$ cat config.mk
export PLATFORM = sky130hd
export DESIGN_NAME = shift_counter_gen
export DESIGN_NICKNAME = d
export VERILOG_FILES = /design/src/rtl/shift_counter_pkg.sv /design/src/rtl/sc_phase_decode.sv /design/src/rtl/shift_counter_gen.sv
export SDC_FILE = /design/constraint.sdc
export NUM_CORES = 1
export LEC_CHECK = 0
export ABC_AREA = 1
export ABC_CLOCK_PERIOD_IN_PS = 8500
export BUFFER_PORTS_ARGS = -buffer_cell sky130_fd_sc_hd__buf_2
export CAP_MARGIN = 10
export CORE_ASPECT_RATIO = 0.6
export CORE_MARGIN = 10
export CORE_UTILIZATION = 29
export DETAILED_ROUTE_END_ITERATION = 10
export GPL_TIMING_DRIVEN = 0
export PLACE_DENSITY = 0.46
export SLEW_MARGIN = 20
export SYNTH_ARGS = -nofsm -noshare
export SYNTH_HDL_FRONTEND = slang
export SYNTH_SLANG_ARGS = --single-unit
$ cat constraint.sdc
create_clock -name clk -period 8.5 [get_ports clk]
set_clock_uncertainty 0.15 [all_clocks]
set_input_delay 1.7 -clock clk [delete_from_list [all_inputs] [get_ports clk]]
set_output_delay 1.7 -clock clk [all_outputs]
set_load 0.01 [all_outputs]
$ cat src/rtl/shift_counter_pkg.sv
// Shared mode encodings and sizing helper for the shift counter generator.
// Reserved mode 2'b11 behaves exactly like MODE_HOLD.
package shift_counter_pkg;

    localparam logic [1:0] MODE_JOHNSON = 2'b00;
    localparam logic [1:0] MODE_RING    = 2'b01;
    localparam logic [1:0] MODE_HOLD    = 2'b10;
    localparam logic [1:0] MODE_RSVD    = 2'b11;

    function automatic int phase_width(input int width);
        return $clog2(2 * width);
    endfunction

endpackage

$ cat src/rtl/sc_phase_decode.sv
// Combinational legality check and phase index decode of the counter value.
// Hold/reserved modes decode with the Johnson interpretation so phase stays meaningful.
module sc_phase_decode
    import shift_counter_pkg::*;
#(
    parameter  int WIDTH = 8,
    localparam int PW    = phase_width(WIDTH)
) (
    input  logic [WIDTH-1:0] i_q,
    input  logic [1:0]       i_mode,
    output logic [PW-1:0]    o_phase,
    output logic             o_legal
);

    localparam logic [WIDTH-1:0] ZERO_W = {WIDTH{1'b0}};
    localparam logic [WIDTH-1:0] ONE_W  = {{(WIDTH-1){1'b0}}, 1'b1};
    localparam logic [PW-1:0]    ZERO_P = {PW{1'b0}};
    localparam logic [PW:0]      TWO_W  = (PW+1)'(2 * WIDTH);

    logic [WIDTH-1:0] w_nq;
    logic             w_therm_lo;
    logic             w_therm_hi;
    logic             w_one_hot;
    logic [PW-1:0]    w_pop;
    logic [PW-1:0]    w_idx;
    logic [PW:0]      w_jphase_hi;

    // A thermometer value plus one (or its complement plus one) is a power of two or zero.
    assign w_nq        = ~i_q;
    assign w_therm_lo  = ((i_q & (i_q + ONE_W)) == ZERO_W);
    assign w_therm_hi  = ((w_nq & (w_nq + ONE_W)) == ZERO_W);
    assign w_one_hot   = (i_q != ZERO_W) && ((i_q & (i_q - ONE_W)) == ZERO_W);
    assign w_jphase_hi = TWO_W - {1'b0, w_pop};

    // Population count and OR-reduced bit index (exact only for one-hot values).
    always_comb begin
        w_pop = ZERO_P;
        w_idx = ZERO_P;
        for (int i = 0; i < WIDTH; i++) begin
            w_pop = w_pop + {{(PW-1){1'b0}}, i_q[i]};
            w_idx = w_idx | ({PW{i_q[i]}} & PW'(i));
        end
    end

    // Mode-dependent legality and phase selection.
    always_comb begin
        o_phase = ZERO_P;
        o_legal = 1'b0;
        if (i_mode == MODE_RING) begin
            o_legal = w_one_hot;
            o_phase = w_one_hot ? w_idx : ZERO_P;
        end else begin
            o_legal = w_therm_lo | w_therm_hi;
            if (!(w_therm_lo | w_therm_hi)) begin
                o_phase = ZERO_P;
            end else if (i_q[WIDTH-1]) begin
                o_phase = w_jphase_hi[PW-1:0];
            end else begin
                o_phase = w_pop;
            end
        end
    end

endmodule

$ cat src/rtl/shift_counter_gen.sv
// Multi-mode Johnson/ring shift counter with parallel load, phase decode,
// registered wrap pulse and sticky illegal-state flag.
module shift_counter_gen
    import shift_counter_pkg::*;
#(
    parameter  int WIDTH        = 8,
    parameter  bit SELF_CORRECT = 1'b1,
    localparam int PW           = phase_width(WIDTH)
) (
    input  logic             clk,
    input  logic             r,
    input  logic             en,
    input  logic             dir,
    input  logic [1:0]       mode,
    input  logic             load,
    input  logic [WIDTH-1:0] load_val,
    output logic [WIDTH-1:0] q,
    output logic [PW-1:0]    phase,
    output logic             wrap,
    output logic             err
);

    localparam logic [WIDTH-1:0] ZERO_W    = {WIDTH{1'b0}};
    localparam logic [WIDTH-1:0] ONE_W     = {{(WIDTH-1){1'b0}}, 1'b1};
    localparam logic [PW-1:0]    ZERO_P    = {PW{1'b0}};
    localparam logic [PW-1:0]    LAST_RING = PW'(WIDTH - 1);
    localparam logic [PW-1:0]    LAST_JOHN = PW'(2 * WIDTH - 1);

    logic [WIDTH-1:0] r_q;
    logic             r_wrap;
    logic             r_err;
    logic [WIDTH-1:0] w_q_next;
    logic             w_wrap_next;
    logic             w_err_next;
    logic [WIDTH-1:0] w_shift;
    logic [PW-1:0]    w_phase;
    logic [PW-1:0]    w_last;
    logic             w_legal;
    logic             w_is_ring;
    logic             w_active;

    sc_phase_decode #(
        .WIDTH (WIDTH)
    ) u_phase_decode (
        .i_q     (r_q),
        .i_mode  (mode),
        .o_phase (w_phase),
        .o_legal (w_legal)
    );

    assign w_is_ring = (mode == MODE_RING);
    assign w_active  = en & (w_is_ring | (mode == MODE_JOHNSON));
    assign w_last    = w_is_ring ? LAST_RING : LAST_JOHN;

    // Raw shift: ring feeds the outgoing bit back, Johnson feeds its inverse.
    always_comb begin
        w_shift = r_q;
        if (dir) begin
            w_shift = {(w_is_ring ? r_q[0] : ~r_q[0]), r_q[WIDTH-1:1]};
        end else begin
            w_shift = {r_q[WIDTH-2:0], (w_is_ring ? r_q[WIDTH-1] : ~r_q[WIDTH-1])};
        end
    end

    // Next-state selection: load beats stepping; illegal steps flag err and may be corrected.
    always_comb begin
        w_q_next    = r_q;
        w_wrap_next = 1'b0;
        w_err_next  = r_err;
        if (load) begin
            w_q_next = load_val;
        end else if (w_active) begin
            if (!w_legal) begin
                w_err_next = 1'b1;
                if (SELF_CORRECT) begin
                    w_q_next = w_is_ring ? ONE_W : ZERO_W;
                end else begin
                    w_q_next = w_shift;
                end
            end else begin
                w_q_next    = w_shift;
                w_wrap_next = dir ? (w_phase == ZERO_P) : (w_phase == w_last);
            end
        end else begin
            w_q_next = r_q;
        end
    end

    // State registers with synchronous reset.
    always_ff @(posedge clk) begin
        if (r) begin
            r_q    <= ZERO_W;
            r_wrap <= 1'b0;
            r_err  <= 1'b0;
        end else begin
            r_q    <= w_q_next;
            r_wrap <= w_wrap_next;
            r_err  <= w_err_next;
        end
    end

    assign q     = r_q;
    assign phase = w_phase;
    assign wrap  = r_wrap;
    assign err   = r_err;

endmodule
==> metrics.txt, run 1 <==
status finished clean; pin slew with the least headroom to its limit 455 ps; nets@finish 253; worst reg2reg path depth 16; CP Launch Type flip-flop; Metal-1 WL 2130 um; filler cell count 432; CTS Hold Bufs 0; Final setup viols 0; min-delay src err; largest net degree at the start of global routing 11; Hold Vio Cnt, Final 0; Distinct cells, synth 25; Core Area 3810 um2; DR DRC count 0; first-pass GRT wire length 6150 um; std cell rows 17; Final GP Congestion 0.826; via count of the routed design 1270; GRT Util Overall 10.6%; Post-DP HPWL 3090 um; Pre-antenna DRT Iters 4; worst hold endpoint err; post-synth top area cell nand2_1; WL/cell 13.6 um; Fmax 169 MHz; WL met3 263 um; Setup Buffers After CTS 0; hold crit path type reg2reg; worst-case clock buffer depth 2; setup TNS 0 ps; FF-to-FF End wrap; 1st-iter DRT viols 87; post-route ant nets 0; highest routed layer met4; crit path from q[1]; Crit Path Class reg2out; CTS tree yes; commonest non-fill, non-tap cell in the layout nand2_1; sequential area share after synthesis 16.9%; Clock Latency Late Sink 240 ps; layout cells sized above 1 22.7%; multi-input logic area 865 um2; grt ovf 0; worst path bufs/invs 3; RR Startpoint q[1]; Die H 69.5 um; CTS sink cnt 10; CP Max Fanout 7; Crit-path slowest cell fa_1; Die Width 103 um; Post-CTS Resized 0; IO Port Bufs 27; syn nets 221; die area 7130 um2; commonest cells after routing, fill and taps aside 56 x nand2_1, 27 x buf_2, 23 x inv_1, 18 x nor2_1, 16 x o21ai_0; Pins Over Slew Limit 0; Max Cap Viol 0; final WL 3700 um; CP most frequent cell fa_1; CTS Buf Count 3; leakage 0.000758 uW; I/O pin count 29; RSZ-0062 raised after global routing false; PD cells 141 nW/um2; Avg Inst Size Synth 6.08 um2; Required @ worst endpoint 6650 ps; Synth area leaders nand2_1 18%, dfxtp_1 17%, ha_1 7.4%; FF+latch count, synth 10; Clock transition at path regs 50 ps; Vias/cell 4.67; Max IR drop VDD 0.0000443 V; crit-path cells inv_1 > ha_1 > inv_1 > fa_1 > fa_1 > fa_1 > fa_1 > ha_1 > nor2_1 > o21ai_0 > a21oi_1 > nand2_1 > nand2_1 > buf_2; Synth Instances 195; Relative slew margins 69.7%; root buffer cell clkbuf_8; total power 200 uW; R2R setup slack 4340 ps; hold path depth 2; area grow syn2layout 19.9%; final worst path period need 5910 ps; CP endpoint kind output port; ANT cells 0; post-synthesis cell area 1180 um2; Critical Path AT 4060 ps; post-synth top area share 17.7%; Initial Utilization 31.1%; Tcrit/Tclk final 69.5%; Largest delay share family, worst path adder cells; FF+latch area 200 um2; Slowest Stage Delay on Critical Path 560 ps; vias in the first global route 1187; yosys warns 0; met2 WL 1300 um; initial antenna violation count 0; H-tree depth 1
[power breakdown]
| group | internal, uW | switching [uW] | total (uW) |
|---|---|---|---|
| clock network | 31.2 | 20.2 | 51.3 |
| registers | 49.8 | 5.27 | 55.1 |
| logic | 35.0 | 58.6 | 93.7 |
| total | 116 | 84.1 | 200 |
[routing by layer]
metal	GRT usage, %	vias to the layer above
met2	12.4	28
met4	0.926	0
met1	17.1	553
li1	-	687
met5	0	-
met3	3.97	2
[how the worst max path moves through the flow]
stage                     cells after the start        to  slack, ps
after floorplan                              13  phase[2]       3190
after global placement                       14  phase[2]       2890
after detailed placement                     14  phase[2]       2850
after CTS                                    14  phase[2]       2590
after global routing                         14  phase[2]       2390
final                                        14  phase[2]       2590
[worst reg2reg max path, delay by kind of cell (launching register included)]
kind / cells / cell delay, ps
fa+ha+maj: 6 / 2560
flops: 1 / 450
simple gates: 5 / 370
compound gates: 2 / 310
buf+inv: 3 / 260
[flip-flops by register name, indices dropped and copies added (netlist names)]
register and flops:
err 1, q 8, wrap 1
[through the flow]
stage                     instance area (um2)  std cells  worst slack [ps]  utilization (%)  hold WS, ps
after global placement                   1380        269              2890             36.2          294
after floorplan                          1180        195              3190                -          318
after detailed placement                 1380        269              2850             36.2          300
final                                    1420        272              2590             37.3          308
after global routing                     1420        272              2390             37.3          339
after CTS                                1420        272              2590             37.3          309
[final cells by class]
type | count | area share (%)
sequential | 10 | 14.1
tap | 47 | 4.14
buffer | 3 | 0.793
clock buffer | 3 | 2.91
multi-input combinational | 153 | 60.9
inverter | 29 | 7.67
timing repair buffer | 27 | 9.52
[cells by family (layout without fill, tap and decap cells)]
group	Yosys count	in the layout	share of synthesized area, %
XOR/XNOR	1	1	0.739
flip-flops	10	10	16.9
AND/OR/NAND/NOR	100	100	37.7
AO/OA/AOI/OAI	41	41	20.4
adder cells (fa/ha/maj)	11	11	14.1
buffers and inverters	32	62	10.1
[cells in the mapped netlist]
cell type   n
nand2_1    56
inv_1      23
nor2_1     18
o21ai_0    16
a21oi_1    14
nand3_1    12
dfxtp_1    10
ha_1        7
inv_2       5
o21ai_2     5
fa_1        4
nand4_1     4
clkbuf_1    3
nand2_2     3
nor2_2      3
a21oi_2     2
o21bai_1    2
a211oi_1    1
clkinv_1    1
nand2_4     1
nand3b_1    1
nor2_4      1
nor3_4      1
o21a_1      1
xor2_1      1
Power figures use the tool's default switching activity.
==> run 2, diff against run 1 <==
--- a/config.mk
+++ b/config.mk
@@ -5,8 +5,8 @@
 export SDC_FILE = /design/constraint.sdc
 export NUM_CORES = 1
 export LEC_CHECK = 0
-export ABC_AREA = 1
-export ABC_CLOCK_PERIOD_IN_PS = 8500
+export ABC_AREA = 0
+export ABC_CLOCK_PERIOD_IN_PS = 5050
 export BUFFER_PORTS_ARGS = -buffer_cell sky130_fd_sc_hd__buf_2
 export CAP_MARGIN = 10
 export CORE_ASPECT_RATIO = 0.6
@@ -14,7 +14,7 @@
 export CORE_UTILIZATION = 29
 export DETAILED_ROUTE_END_ITERATION = 10
 export GPL_TIMING_DRIVEN = 0
-export PLACE_DENSITY = 0.46
+export PLACE_DENSITY = 0.47
 export SLEW_MARGIN = 20
 export SYNTH_ARGS = -nofsm -noshare
 export SYNTH_HDL_FRONTEND = slang
==> constraint.sdc (replaced) <==
create_clock -name clk -period 5.05 [get_ports clk]
set_clock_uncertainty 0.15 [all_clocks]
set_input_delay 1.01 -clock clk [delete_from_list [all_inputs] [get_ports clk]]
set_output_delay 1.01 -clock clk [all_outputs]
set_load 0.01 [all_outputs]
==> run 2 against run 1 <==
Against the previous run: core utilization rose by 3.0 points; combinational power grew 120%; register-to-register slack worse by 3600 ps; worst hold slack about the same; synthesized area grew 7.9%; final cell count down 4.0%.
==> metrics.txt, run 2 <==
Core Util, Final 40.3%; status finished clean; Pre-antenna DRT Iters 4; Max IR drop VDD 0.0000750 V; sequential area share after synthesis 15.7%; I/O pin count 29; Synth Instances 162; FF+latch count, synth 10; Clock Latency Late Sink 240 ps; die area 7550 um2; most common cell in the netlist inv_1; DR DRC count 0; filler cell count 445; first-pass GRT wire length 6020 um; Hold Slack 307 ps; std cell rows 18; syn nets 188; Final GP Congestion 0.781; Synth area leaders dfxtp_1 16%, ha_1 6.8%, fa_1 6.3%; Core Area 4190 um2; vias in the first global route 1195; Flop pwr share 23.5%; setup TNS 0 ps; via count of the routed design 1255; initial antenna violation count 0; CP endpoint kind output port; commonest cells in the netlist 19 x inv_1, 14 x nand2_1, 13 x nor2_1, 12 x a21oi_1, 10 x dfxtp_1; layout cells sized above 1 38.3%; yosys warns 0; CTS sink cnt 10; 1st-iter DRT viols 54; ANT cells 0; WL/cell 14.4 um; clock network fraction of total power 21.7%; post-synth top area share 15.7%; Post-DP HPWL 2900 um; commonest non-fill, non-tap cell in the layout buf_2; nets@finish 229; CP Launch Type flip-flop; Relative slew margins 56.7%; Place WS -85.2 ps; Tcrit/Tclk final 98.6%; grt ovf 0; GRT Util Overall 9.59%; Distinct cells, synth 52; final worst path period need 4980 ps; CTS Buf Count 3; area grow syn2layout 32.0%; largest net degree at the start of global routing 11; hold path depth 2; Pins Over Slew Limit 0; post-route ant nets 0; number of synthesized flops with an enable pin 0; final WL 3770 um; RSZ-0062 raised after global routing true; leakage 0.000745 uW; CTS tree yes; Die Width 106 um; H-tree depth 1; Required @ worst endpoint 3890 ps; commonest cells after routing, fill and taps aside 24 x buf_2, 16 x inv_1, 14 x nand2_1, 12 x nor2_1; Initial Utilization 30.5%; FFs w/ async S/R, synth 0%; Vias/cell 4.81; worst reg2reg path depth 15; IO Port Bufs 26; Max Cap Viol 0; Hold Vio Cnt, Final 0; Critical Path AT 3820 ps; Comb pwr share 54.8%; Clock transition at path regs 50 ps; pin slew with the least headroom to its limit 645 ps; PD cells 224 nW/um2; post-synthesis cell area 1280 um2; Fmax 201 MHz; Sw Share 37.7%; Avg Inst Size Synth 7.89 um2; max reg flops 8; PnR worst setup slack 68.8 ps; post-synth top area cell dfxtp_1; Post-synth top flop dfxtp_1; Crit Path Class reg2out; root buffer cell clkbuf_8; cell-internal power 236 uW; Die H 71.4 um; worst-case clock buffer depth 2; CP Max Fanout 7; Psw 143 uW; hold crit path type reg2reg; Final setup viols 0
run 2: path summary, 6_finish.rpt:
path              from       end  slack (ps)
setup / recovery  q[0]  phase[3]          70
setup reg to reg  q[0]      wrap         740
hold / removal     err       err         310
hold reg to reg    err       err         310
run 2: timing repair:
action,in CTS,in global routing
buffers inserted,1,9
cloned,0,0
pin swaps,1,10
resized for setup,6,17
hold buffers,0,0
endpoints found under the setup margin,3,3
run 2: stage by stage:
step / power, uW / area (um2) / std cells
after floorplan: 214 / 1280 / 162
after global placement: 256 / 1480 / 248
after detailed placement: 260 / 1480 / 248
after CTS: 350 / 1550 / 252
after global routing: 416 / 1690 / 261
final: 379 / 1690 / 261
run 2: per-layer routing:
layer  vias up  track usage (%)  part of all wire (%)
li1        648                -                     -
met1       575             14.3                    56
met2        28             12.6                    38
met3         4             3.13                   5.6
met4         0             2.24                  0.88
met5         -                0                     0
run 2: layout make-up:
| cell class | instances | area [um2] | area share [%] |
|---|---|---|---|
| well taps | 60 | 75.1 | 4.45 |
| plain buffers | 12 | 116 | 6.89 |
| inverters | 19 | 76.3 | 4.52 |
| repair buffers | 36 | 218 | 12.9 |
| clock buffers | 3 | 41.3 | 2.45 |
| flip-flops and latches | 10 | 208 | 12.3 |
| multi-input cells | 121 | 953 | 56.5 |
run 2: power by group through the flow:
stage	combinational (uW)	clock [uW]	sequential [uW]
floorplan	122	0	92.1
global placement	166	0	90.7
global route	234	92.4	89.7
detailed placement	169	0	90.9
CTS	176	84.6	89.3
finish	207	82.3	89.1
run 2: kinds of logic after synthesis:
logic type / Yosys count / share of synthesized area (%)
simple gates: 55 / 24.0
xor+xnor: 5 / 3.43
flops: 10 / 15.7
fa+ha+maj: 11 / 13.1
compound gates: 43 / 23.7
buf+inv: 31 / 14.7
mux: 7 / 5.48
run 2: worst max-delay path: stages, from the launching register on:
cell and delay (ps):
dfxtp_4 390, inv_4 60, ha_4 250, inv_2 30, fa_1 470, fa_1 530
fa_2 430, fa_2 640, nand3b_1 120, nand2_1 100, a2bb2o_4 230, nor2_4 80
and2_4 140, buf_6 90
==> run 3, diff against run 2 <==
--- a/config.mk
+++ b/config.mk
@@ -14,8 +14,6 @@
 export CORE_UTILIZATION = 29
 export DETAILED_ROUTE_END_ITERATION = 10
 export GPL_TIMING_DRIVEN = 0
-export PLACE_DENSITY = 0.47
-export SLEW_MARGIN = 20
 export SYNTH_ARGS = -nofsm -noshare
 export SYNTH_HDL_FRONTEND = slang
 export SYNTH_SLANG_ARGS = --single-unit
==> run 3 against run 2 <==
Against the previous run: final cell count up 0.77%; power fell by 4.1%; wire length rose by 3.2%; worst setup slack better by 26 ps; largest power group unchanged.
==> metrics.txt, run 3 (synthesis gave the netlist of run 2 again) <==
status finished clean; design area 1650 um2; final WL 3880 um; via count of the routed design 1311; Finished Layout Cells 263; filler cell count 442; hold crit path type reg2reg; grt ovf 0; Die H 71.4 um; clock network fraction of total power 23.4%; CP Max Fanout 7; Crit-path slowest cell fa_2; crit-path cells clkinvlp_4 > ha_1 > inv_1 > fa_1 > fa_1 > fa_2 > fa_2 > ha_1 > a21oi_1 > nor2_1 > a21oi_2 > inv_1 > buf_2; commonest non-fill, non-tap cell in the layout buf_2; die area 7550 um2; Hold Vio Cnt, Final 0; final worst path period need 4960 ps; Flop pwr share 24.4%; std cell rows 18; WL/cell 14.8 um; CTS tree yes; 1st-iter DRT viols 98; Die Width 106 um; Slowest Stage Delay on Critical Path 580 ps; nets@finish 231; layout cells sized above 1 35.5%; CTS sink cnt 10; Clock transition at path regs 50 ps; largest net degree at the start of global routing 11; Post-DP HPWL 2880 um; Sw Share 38.3%; Pre-antenna DRT Iters 4; pin slew with the least headroom to its limit 695 ps; commonest cells after routing, fill and taps aside 26 x buf_2, 18 x inv_1, 14 x nand2_1, 12 x nor2_1, 12 x buf_4; first-pass GRT wire length 6060 um; initial antenna violation count 0; Vias/cell 4.98; Crit Path Class reg2out; worst-case clock buffer depth 2; met3 usage 3.57%; # placed instances 248; cell-internal power 224 uW; FF+latch area 208 um2; multi-input logic area 912 um2; global route hottest layer met1; Clock Latency Late Sink 240 ps; Comb pwr share 52.2%; Pins Over Slew Limit 0; Max IR drop VDD 0.000100 V; total power 363 uW; Psw 139 uW; CTS Buf Count 3; I/O pin count 29; Tcrit/Tclk final 98.1%; vias in the first global route 1190; DR DRC count 0; Area after DPL 1480 um2; GRT Util Overall 9.67%; leakage 0.000741 uW; Final GP Congestion 0.887; global routing usage on met1 14.5%; CP endpoint kind output port; PD cells 220 nW/um2; Max Cap Viol 0; max reg flops 8; Critical Path AT 3800 ps; CP Launch Type flip-flop; Relative slew margins 53.4%; post-route ant nets 0; Fmax 202 MHz; IO Port Bufs 26; area grow syn2layout 28.9%; Initial Utilization 30.5%; Final setup viols 0; H-tree depth 1; ANT cells 0; Required @ worst endpoint 3890 ps; met2 Use GR 12.3%; root buffer cell clkbuf_8; Core Area 4190 um2
[run 3: cell count changes in the layout (fill, tap and decap cells not counted), moves of 2 or more]
| cell | previous run | this run |
|---|---|---|
| inv_4 | 2 | 0 |
| ha_4 | 2 | 0 |
| buf_6 | 4 | 2 |
| inv_1 | 16 | 18 |
| buf_2 | 24 | 26 |
| ha_1 | 5 | 7 |
| buf_4 | 10 | 12 |
[run 3: power by group through the flow]
stage                     clock network, uW  logic [uW]  registers, uW
after floorplan                           0         122           92.1
final                                  84.9         190           88.5
after CTS                              86.7         173           89.2
after global routing                   93.1         208           89.0
after global placement                    0         164           90.9
after detailed placement                  0         166           90.8
[run 3: metrics by stage]
stage	utilization, %	setup TNS [ps]	hold slack, ps	worst slack [ps]
after floorplan	-	0	319	290
after global placement	35.4	-57.4	282	-31.5
after detailed placement	35.4	-140	288	-97.0
after CTS	36.9	0	294	30.6
after global routing	39.3	-41.6	333	-26.2
final	39.3	0	299	94.9
[run 3: worst max-delay path, delay by kind of cell (launching register included)]
kind            cells  cell delay (ps)
buf+inv             4              340
fa+ha+maj           6             2390
compound gates      2              330
flops               1              390
simple gates        1               70
[run 3: layer usage]
layer	vias to the layer above	wire, um
li1	659	-
met1	601	2030
met2	44	1510
met3	7	292
met4	0	55
met5	-	0
[run 3: timing repair]
action | CTS | global route
hold endpoints to repair | 0 | 0
gates resized for setup | 6 | 5
endpoints found under the setup margin | 3 | 3
hold buffers | 0 | 0
setup buffers | 1 | 11
pin swaps | 1 | 0
[run 3: area by class of cell]
cell class | instances | area share [%]
well taps | 60 | 4.56
flip-flops and latches | 10 | 12.6
repair buffers | 38 | 13.4
multi-input cells | 121 | 55.4
plain buffers | 12 | 7.06
clock buffers | 3 | 2.51
inverters | 19 | 4.56
[run 3: path summary, 6_finish.rpt]
path / start / end / slack [ps] / cells after the start
max: q[1] / phase[1] / 90 / 13
min: err / err / 300 / 2
max reg2reg: q[1] / wrap / 860 / 14
min reg2reg: err / err / 300 / 2
